==> config.mk <==
export PLATFORM = sky130hd
export DESIGN_NAME = regfile_scan_reader
export DESIGN_NICKNAME = d
export VERILOG_FILES = /design/src/rtl/regfile_scan_reader.sv
export SDC_FILE = /design/constraint.sdc
export NUM_CORES = 1
export LEC_CHECK = 0
export ABC_AREA = 0
export CAP_MARGIN = 20
export CORE_AREA = 5 5 146 148
export DETAILED_ROUTE_END_ITERATION = 10
export DIE_AREA = 0 0 151 153
export PLACE_DENSITY_LB_ADDON = 0.08
export SLEW_MARGIN = 20
export SYNTH_ARGS = -nofsm -noshare
export SYNTH_HDL_FRONTEND = slang
export SYNTH_SLANG_ARGS = --single-unit
==> constraint.sdc <==
create_clock -name clk -period 2.98 [get_ports clk]
set_clock_uncertainty 0.05 [all_clocks]
set_input_delay 0.298 -clock clk [delete_from_list [all_inputs] [get_ports clk]]
set_output_delay 0.298 -clock clk [all_outputs]
set_load 0.05 [all_outputs]
==> src/rtl/regfile_scan_reader.sv <==
// regfile_scan_reader: sweeps a window of register addresses over the debug
// read port, collects responses in order, and streams {address, data} pairs
// to the host. A running XOR checksum covers the sweep; done pulses at the end.
module regfile_scan_reader #(
  parameter int ADDR_W = 4,
  parameter int DATA_W = 32,
  parameter int DEPTH  = 4
) (
  input  logic              clk,
  input  logic              reset,
  input  logic              start,
  input  logic [ADDR_W-1:0] base_addr,
  input  logic [ADDR_W:0]   count,
  output logic              busy,
  output logic              done,
  output logic              protocol_err,
  output logic [DATA_W-1:0] checksum,
  output logic              rd_addr_valid,
  input  logic              rd_addr_ready,
  output logic [ADDR_W-1:0] rd_addr_bits,
  input  logic              rd_data_valid,
  output logic              rd_data_ready,
  input  logic [DATA_W-1:0] rd_data_bits,
  output logic              out_valid,
  input  logic              out_ready,
  output logic [ADDR_W-1:0] out_addr,
  output logic [DATA_W-1:0] out_data
);

  localparam int PW    = $clog2(DEPTH);
  localparam int CW    = PW + 1;
  localparam int CNT_W = ADDR_W + 1;

  localparam logic [1:0] S_IDLE  = 2'd0;
  localparam logic [1:0] S_ISSUE = 2'd1;
  localparam logic [1:0] S_DRAIN = 2'd2;
  localparam logic [1:0] S_DONE  = 2'd3;

  localparam logic [CNT_W-1:0] CNT_ONE   = CNT_W'(1);
  localparam logic [CW-1:0]    DEPTH_C   = CW'(DEPTH);
  localparam logic [CW:0]      DEPTH_SUM = (CW + 1)'(DEPTH);

  logic [1:0]        state, state_next;
  logic [ADDR_W-1:0] base_reg;
  logic [CNT_W-1:0]  count_reg;
  logic [CNT_W-1:0]  issued, received, popped, popped_next;
  logic [CW-1:0]     outstanding, fifo_count;
  logic [PW-1:0]     wr_ptr, rd_ptr, tq_wr, tq_rd;
  logic [DATA_W-1:0] checksum_reg;
  logic              protocol_err_reg;

  // Response buffer and in-order address-tag queue, both plain register arrays
  logic [ADDR_W-1:0] buf_addr [DEPTH];
  logic [DATA_W-1:0] buf_data [DEPTH];
  logic [ADDR_W-1:0] tag_mem  [DEPTH];

  logic start_accept, credit_ok, addr_fire, data_fire, out_fire;
  logic unsolicited, push;
  logic [ADDR_W-1:0] push_tag;

  assign start_accept  = (state == S_IDLE) && start;
  assign busy          = (state != S_IDLE);
  assign done          = (state == S_DONE);
  assign credit_ok     = ({1'b0, outstanding} + {1'b0, fifo_count}) < DEPTH_SUM;
  assign rd_addr_valid = (state == S_ISSUE) && (issued < count_reg) && credit_ok;
  assign rd_addr_bits  = base_reg + issued[ADDR_W-1:0];
  assign rd_data_ready = busy && (fifo_count < DEPTH_C);
  assign out_valid     = (fifo_count != '0);
  assign out_addr      = buf_addr[rd_ptr];
  assign out_data      = buf_data[rd_ptr];
  assign checksum      = checksum_reg;
  assign protocol_err  = protocol_err_reg;

  assign addr_fire   = rd_addr_valid && rd_addr_ready;
  assign data_fire   = rd_data_valid && rd_data_ready;
  assign out_fire    = out_valid && out_ready;
  // A response with nothing in flight and no request firing alongside it is dropped
  assign unsolicited = data_fire && (outstanding == '0) && !addr_fire;
  assign push        = data_fire && !unsolicited;
  // With nothing outstanding, a legal response must belong to the request firing now
  assign push_tag    = (outstanding == '0) ? rd_addr_bits : tag_mem[tq_rd];
  assign popped_next = popped + (out_fire ? CNT_ONE : '0);

  // Sweep sequencing
  always_comb begin
    state_next = state;
    case (state)
      S_IDLE: begin
        if (start) state_next = (count == '0) ? S_DONE : S_ISSUE;
      end
      S_ISSUE: begin
        if (addr_fire && ((issued + CNT_ONE) == count_reg)) state_next = S_DRAIN;
      end
      S_DRAIN: begin
        if ((received == count_reg) && (popped_next == count_reg)) state_next = S_DONE;
      end
      default: state_next = S_IDLE;
    endcase
  end

  // Control state, counters, pointers and checksum
  always_ff @(posedge clk) begin
    if (reset) begin
      state            <= S_IDLE;
      base_reg         <= '0;
      count_reg        <= '0;
      issued           <= '0;
      received         <= '0;
      popped           <= '0;
      outstanding      <= '0;
      fifo_count       <= '0;
      wr_ptr           <= '0;
      rd_ptr           <= '0;
      tq_wr            <= '0;
      tq_rd            <= '0;
      checksum_reg     <= '0;
      protocol_err_reg <= 1'b0;
    end else begin
      state       <= state_next;
      outstanding <= outstanding + CW'(addr_fire) - CW'(push);
      fifo_count  <= fifo_count + CW'(push) - CW'(out_fire);
      if (start_accept) begin
        base_reg         <= base_addr;
        count_reg        <= count;
        issued           <= '0;
        received         <= '0;
        popped           <= '0;
        checksum_reg     <= '0;
        protocol_err_reg <= 1'b0;
      end else begin
        if (addr_fire) begin
          issued <= issued + CNT_ONE;
          tq_wr  <= tq_wr + PW'(1);
        end
        if (push) begin
          received     <= received + CNT_ONE;
          checksum_reg <= checksum_reg ^ rd_data_bits;
          wr_ptr       <= wr_ptr + PW'(1);
          tq_rd        <= tq_rd + PW'(1);
        end
        if (out_fire) begin
          popped <= popped_next;
          rd_ptr <= rd_ptr + PW'(1);
        end
        if (unsolicited) protocol_err_reg <= 1'b1;
      end
    end
  end

  // Storage writes: tags on request, {tag, data} on accepted response
  always_ff @(posedge clk) begin
    if (addr_fire) tag_mem[tq_wr] <= rd_addr_bits;
    if (push) begin
      buf_addr[wr_ptr] <= push_tag;
      buf_data[wr_ptr] <= rd_data_bits;
    end
  end

endmodule
==> results of run 1 <==
==> placed cells by master (no fill, tap or decap), types with 3 or more instances in the layout <==
master and count:
clkdlybuf4s50_1 119, a31oi_1 3, dfxtp_2 9, clkbuf_8 3, and2_1 6, mux2_2 3
xor2_1 49, buf_4 36, clkbuf_1 8, inv_2 5, clkbuf_16 25, buf_12 6
dfxtp_1 67, edfxtp_1 160, clkinv_1 5, ha_1 22, nand2_1 33, ha_4 6
and2_2 5, nor2_1 62, dlygate4sd2_1 3, nor3_1 3, xnor2_1 15, and3_1 3
inv_1 20, a21oi_1 21, mux4_2 40, o211ai_1 37, nor2b_1 4, o21ai_0 4
nand3_1 3
==> report_power, final <==
part           switching, mW  total [mW]  internal, mW
Sequential             0.110        3.85          3.74
Clock                   1.17        2.96          1.79
Combinational           1.94        3.09          1.15
==> area by class of cell <==
cell class,count,area (sq um)
clock buffers,36,697
multi-input cells,357,3240
repair buffers,164,1610
well taps,270,338
clock inverters,9,91.3
inverters,25,93.8
flip-flops and latches,237,6360
fillers,1540,7480
==> per-layer routing <==
metal	up-vias	part of all wire, %	GRT usage, %	routed length (microns)
met5	-	0	0	0
met4	0	1.7	4.23	357
met3	32	4.4	2.61	899
met2	125	51	31.5	10600
met1	2886	42	23.5	8750
li1	2716	-	-	-
==> cells by family (layout without fill, tap and decap cells) <==
kind of cell	after synthesis	in the layout	synth area share [%]
DFF	237	237	65.6
and+or+nand+nor	139	139	6.51
AOI/OAI and AO/OA	76	76	5.21
xor gates and xnor gates	66	66	5.98
buffers and inverters	59	234	2.52
muxes	43	43	9.66
adders and majority gates	33	33	4.50
==> cells in the mapped netlist (11+ instances only) <==
master and number:
xor2_1 50, nand2_1 35, nor2_1 63, inv_1 24, a21oi_1 23, ha_1 30
mux4_2 40, and2_1 11, edfxtp_1 160, xnor2_1 16, dfxtp_1 77, clkbuf_1 21
o211ai_1 37
==> stage by stage <==
step	hold WS, ps	setup WS, ps
floorplan	347	-3.53
global placement	405	63.5
detailed placement	414	-111
CTS	276	4.03
global route	305	-29.4
finish	297	148
==> timing repair <==
action                     4_1_cts  5_1_grt
setup buffers                    2        5
pin swaps                        4       17
gates resized for setup          5       31
setup endpoints to repair        7        4
==> critical path: stages (launching register included) <==
cell and delay, ps:
dfxtp_1 310, buf_4 150, ha_1 270, a21o_1 170, a21oi_1 180, xnor2_1 300
dlygate4sd2_1 600
==> worst paths after layout <==
path | start | to | slack [ps]
worst max register to register | count_reg[4] | outstanding[2] | 160
worst min-delay path | base_addr[3] | base_reg[3] | 300
worst min register to register | base_reg[0] | base_reg[0] | 430
worst max-delay path | issued[1] | rd_addr_bits[3] | 150
==> results.md, run 1 <==
- Setup Viol. Count Final: 0
- Clk sinks: 237
- Cell Area, Synth: between 0.009 and 0.01 sq mm
- Post-synth EDFFs: 160
- Routed via count: approximately 5800
- Min-Delay Path Depth: 3
- IO Count: 125
- CP Data Arrival Time: 2480 ps
- RD Place Congestion: between 0.8 and 0.9
- Mapped Cells: roughly 650
- Final core utilization: between 60% and 70%
- # diodes: 0
- R2R cell count: 15
- Final #Nets: 890
- Die W: 151 microns
- Post-route ant nets: 0
- Hold-fix buffers at CTS: 0
- Seq/Total Area, Yosys: 65.6%
- Setup crit start kind: flip-flop
- # DRC: 0
- Yosys top cell area share: 49.7%
- Hold WC Path Type: in -> reg
- Max reg flops: 128
- CTS max path bufs: 3
- Relative slew slack: 62.2%
- TritonCTS Buffers: 25
- Syn Area/Cell: 14.8 sq um
- Number of global-route vias before repair: 6245
- 1st-iter DRT viols: 235
- Remaining Overflow, GRT: 0
- H-tree levels: 1
- CP Max Fanout: 6
- Peak supply drop: 0.540 mV
- Final WL: 20600 microns
- Status: finished, final reports clean
- Global Route Usage Sum: 17.9%
- Yosys cell types: 41
- Largest net degree at the start of global routing: 43
- Drt pass-1 iters: 4
- Placed inst area: 0.0114 sq mm
- Leading area contributor after synthesis: edfxtp_1
- CP Class: reg -> out
- Max cap viols: 0
- Pleak: around 4.3 nW
- Clock tree from TritonCTS: yes
- Wirelength per Cell: 18.8 microns
- Max Fclk: 0.353 GHz
- Port Buf Inserts: ~120
- Starting Density: 48.6%
- Most common flop cell mapped by yosys: edfxtp_1
- Hold Fails Final Rpt: 0
- Setup_tns: 0 ps
- Clock transition at path regs: 60 ps
- Final Max Slew Viols: 0
- Net Count, Synth: 733
- Total power: 9.90 mW
- Final worst path period share: 95.0%
- Die area: between 0.02 and 0.025 sq mm
- Layout cells sized above 1: roughly a fifth
- Final Instance Count excl. Fillers: 1098
- Vias per inst: 5.24
- Cells after DPL: between 1000 and 1500
- CTS Root Cell: clkbuf_16
- Tmin final: 2830 ps
- Synth top area cells: edfxtp_1, dfxtp_1, mux4_2
- Design Area, Final: around 0.012 sq mm
- Initial antenna violation count: 0
- # rows: between 50 and 60
- Worst-Margin Slew: 565 ps
- Synthesized flop and latch total: 237
- Data required, critical path: 2630 ps
- FFs w/ async S/R, synth: 0%
- Hpwl dp: 13500 microns
- YS warnings: 0
- Core area: 0.0199 sq mm
- Worst-Skew Late Latency: 500 ps
- Cell Pwr Density: 797 mW/mm^2
- Die height: 153 microns
- First-pass GRT wire length: 32900 microns
- Layout overhead on the synthesized area: 28.5%
- Worst Setup End Kind: output port
Power figures use the tool's default switching activity.
==> run 2: changes to the inputs <==
--- a/config.mk
+++ b/config.mk
@@ -7,9 +7,9 @@
 export LEC_CHECK = 0
 export ABC_AREA = 0
 export CAP_MARGIN = 20
-export CORE_AREA = 5 5 146 148
+export CORE_AREA = 2 2 143 145
 export DETAILED_ROUTE_END_ITERATION = 10
-export DIE_AREA = 0 0 151 153
+export DIE_AREA = 0 0 145 147
 export PLACE_DENSITY_LB_ADDON = 0.08
 export SLEW_MARGIN = 20
 export SYNTH_ARGS = -nofsm -noshare
==> run 2 against run 1 <==
Worst hold slack improved by 13 ps; largest power group unchanged; sequential power about the same; core utilization grew 0.88 points; highest routed layer unchanged; design area grew 1.1%; worst setup slack got worse by 56 ps; first-iteration DRC count is 42% higher; routed wire length shrank 1.2%; critical path depth grew 7.
==> results.md, run 2 (synthesis gave the netlist of run 1 again) <==
- Port Buf Inserts: 124 (unchanged)
- Hold-fix buffers at CTS: 0 (unchanged)
- Commonest non-fill, non-tap cells in the layout: edfxtp_1, clkdlybuf4s50_1, dfxtp_1, nor2_1, xor2_1 (unchanged)
- H-tree levels: 1 (unchanged)
- Final Instance Count excl. Fillers: 1101 (was 1098)
- Clk sinks: 237 (unchanged)
- Cell Pwr Density: 813 mW/mm^2 (was 797 mW/mm^2)
- 1st-iter DRT viols: 334 (was 235)
- Max reg flops: 128 (unchanged)
- RD Place Congestion: 0.867 (was 0.816)
- Vias per inst: 5.26 (was 5.24)
- Final core utilization: 63.3% (was 62.4%)
- Clk network pwr share: 31.9% (was 29.9%)
- Max Fclk: 0.346 GHz (was 0.353 GHz)
- Clock tree from TritonCTS: yes (unchanged)
- Die area: 0.0213 sq mm (was 0.0231 sq mm)
- Layout overhead on the synthesized area: 29.9% (was 28.5%)
- Setup crit start kind: flip-flop (unchanged)
- P_sw: 3.28 mW (was 3.22 mW)
- TritonCTS Buffers: 26 (was 25)
- CP Max Fanout: 4 (was 6)
- Layout cells sized above 1: 19.3% (was 19.6%)
- Largest net degree at the start of global routing: 49 (was 43)
- Die W: 145 microns (was 151 microns)
- Remaining Overflow, GRT: 0 (unchanged)
- # diodes: 0 (unchanged)
- Global Route Usage Sum: 19.2% (was 17.9%)
- IO Count: 125 (unchanged)
- Drt pass-1 iters: 4 (unchanged)
- Status: finished, final reports clean (unchanged)
- Total power: 10.2 mW (was 9.90 mW)
- Hold Startpoint: base_addr[0] (was base_addr[3])
- Worst Setup SP: outstanding[1] (was issued[1])
- Data required, critical path: 3320 ps (was 2630 ps)
- Peak supply drop: 0.753 mV (was 0.540 mV)
- RSZ-0062 raised after global routing: true
- Worst-Margin Slew: 578 ps (was 565 ps)
- Worst-Skew Late Latency: 510 ps (was 500 ps)
- Cell internal pwr: 6.93 mW (was 6.68 mW)
- Pleak: 4.50 nW (was 4.28 nW)
- Final worst path period share: 96.9% (was 95.0%)
- Hold WC Path Type: in -> reg (unchanged)
- Setup_tns: 0 ps (unchanged)
- Final WL: 20400 microns (was 20600 microns)
- CP Class: reg -> reg (was reg -> out)
- Cells after DPL: 1043 (was 1046)
- Commonest non-fill, non-tap cell in the layout: edfxtp_1 (unchanged)
- Final Max Slew Viols: 0 (unchanged)
- # rows: 52 (unchanged)
- Switching portion of total power: 32.2% (was 32.5%)
- FF-to-FF Start: outstanding[1] (was count_reg[4])
- Die height: 147 microns (was 153 microns)
- Combinational share of power: 30.2% (was 31.2%)
- # DRC: 0 (unchanged)
- Number of global-route vias before repair: 6095 (was 6245)
- Initial antenna violation count: 0 (unchanged)
- Post-route ant nets: 0 (unchanged)
- Fillers: 1511 (was 1540)
- Routed via count: 5793 (was 5759)
- Hold Fails Final Rpt: 0 (unchanged)
- Clock transition at path regs: 60 ps (about the same)
- CP Data Arrival Time: 3220 ps (was 2480 ps)
- Worst Setup End Kind: flip-flop (was output port)
- Tmin final: 2890 ps (was 2830 ps)
- Wirelength per Cell: 18.5 microns (was 18.8 microns)
- Final #Nets: 891 (was 890)
- Setup Viol. Count Final: 0 (unchanged)
- Relative slew slack: 61.5% (was 62.2%)
- Hpwl dp: 12900 microns (was 13500 microns)
- Core area: 0.0198 sq mm (was 0.0199 sq mm)
- CTS Root Cell: clkbuf_16 (unchanged)
- Starting Density: 48.7% (was 48.6%)
- CTS max path bufs: 3 (unchanged)
- Max cap viols: 0 (unchanged)
- First-pass GRT wire length: 32400 microns (was 32900 microns)
- Sequential share of power: 37.9% (was 38.9%)
run 2: cell types whose count changed in the layout (fill, tap and decap cells not counted), moves of 3 or more:
| cell | previous run | this run |
|---|---|---|
| dlymetal6s2s_1 | 0 | 16 |
| buf_4 | 36 | 33 |
| dlygate4sd2_1 | 3 | 14 |
| clkinv_1 | 5 | 2 |
| clkdlybuf4s50_1 | 119 | 93 |
| dfxtp_2 | 9 | 5 |
| dfxtp_1 | 67 | 70 |
| clkinv_2 | 1 | 4 |
run 2: through the flow:
stage | hold WS [ps] | cell area, sq um | setup WS, ps
final | 310 | 12600 | 92.1
after global routing | 299 | 12600 | -55.1
after detailed placement | 409 | 11500 | -149
after global placement | 397 | 11500 | 56.2
after floorplan | 347 | 9700 | -3.53
after CTS | 293 | 12300 | -10.4
run 2: power by group through the flow:
| stage | clock network (mW) | logic [mW] | registers (mW) |
|---|---|---|---|
| floorplan | 0 | 1.96 | 3.96 |
| global placement | 0 | 2.94 | 3.92 |
| detailed placement | 0 | 3.00 | 3.93 |
| CTS | 3.32 | 2.99 | 3.87 |
| global route | 3.46 | 3.29 | 3.89 |
| finish | 3.26 | 3.08 | 3.87 |
run 2: area by class of cell:
cell class              count  area, sq um  area share (%)
clock buffers              36          719            5.73
clock inverters            12          164            1.31
inverters                  25         93.8           0.747
multi-input cells         357         3220            25.7
flip-flops and latches    237         6360            50.6
well taps                 270          338            2.69
repair buffers            164         1660            13.2
run 2: layer usage:
layer	vias to the layer above	part of all wire, %	routed length [microns]	track usage, %
li1	2724	-	-	-
met1	2903	42	8610	24.5
met2	137	51	10500	34.9
met3	29	4.7	948	2.98
met4	0	1.6	332	4.36
met5	-	0	0	0
run 2: critical path, cell delays in order (launching register included):
cell and delay (ps):
dfxtp_4 350, ha_1 180, or3_4 390, nor4b_4 380, o21ai_2 120, inv_2 90
ha_4 200, inv_2 60, ha_4 110, inv_2 30, fa_2 360, xor2_2 190
xnor2_1 170, nor2_1 60
run 2: repair_timing:
action | in CTS | in global routing
pin swaps | 1 | 13
gates resized for setup | 18 | 39
setup endpoints to repair | 16 | 20
buffers inserted | 1 | 9
run 2: path summary, 6_finish.rpt:
check / to / cells after the start / slack, ps
worst max-delay path: outstanding[2] / 13 / 90
worst min-delay path: base_reg[0] / 3 / 310
worst min register to register: popped[0] / 2 / 420
worst max register to register: outstanding[2] / 13 / 90
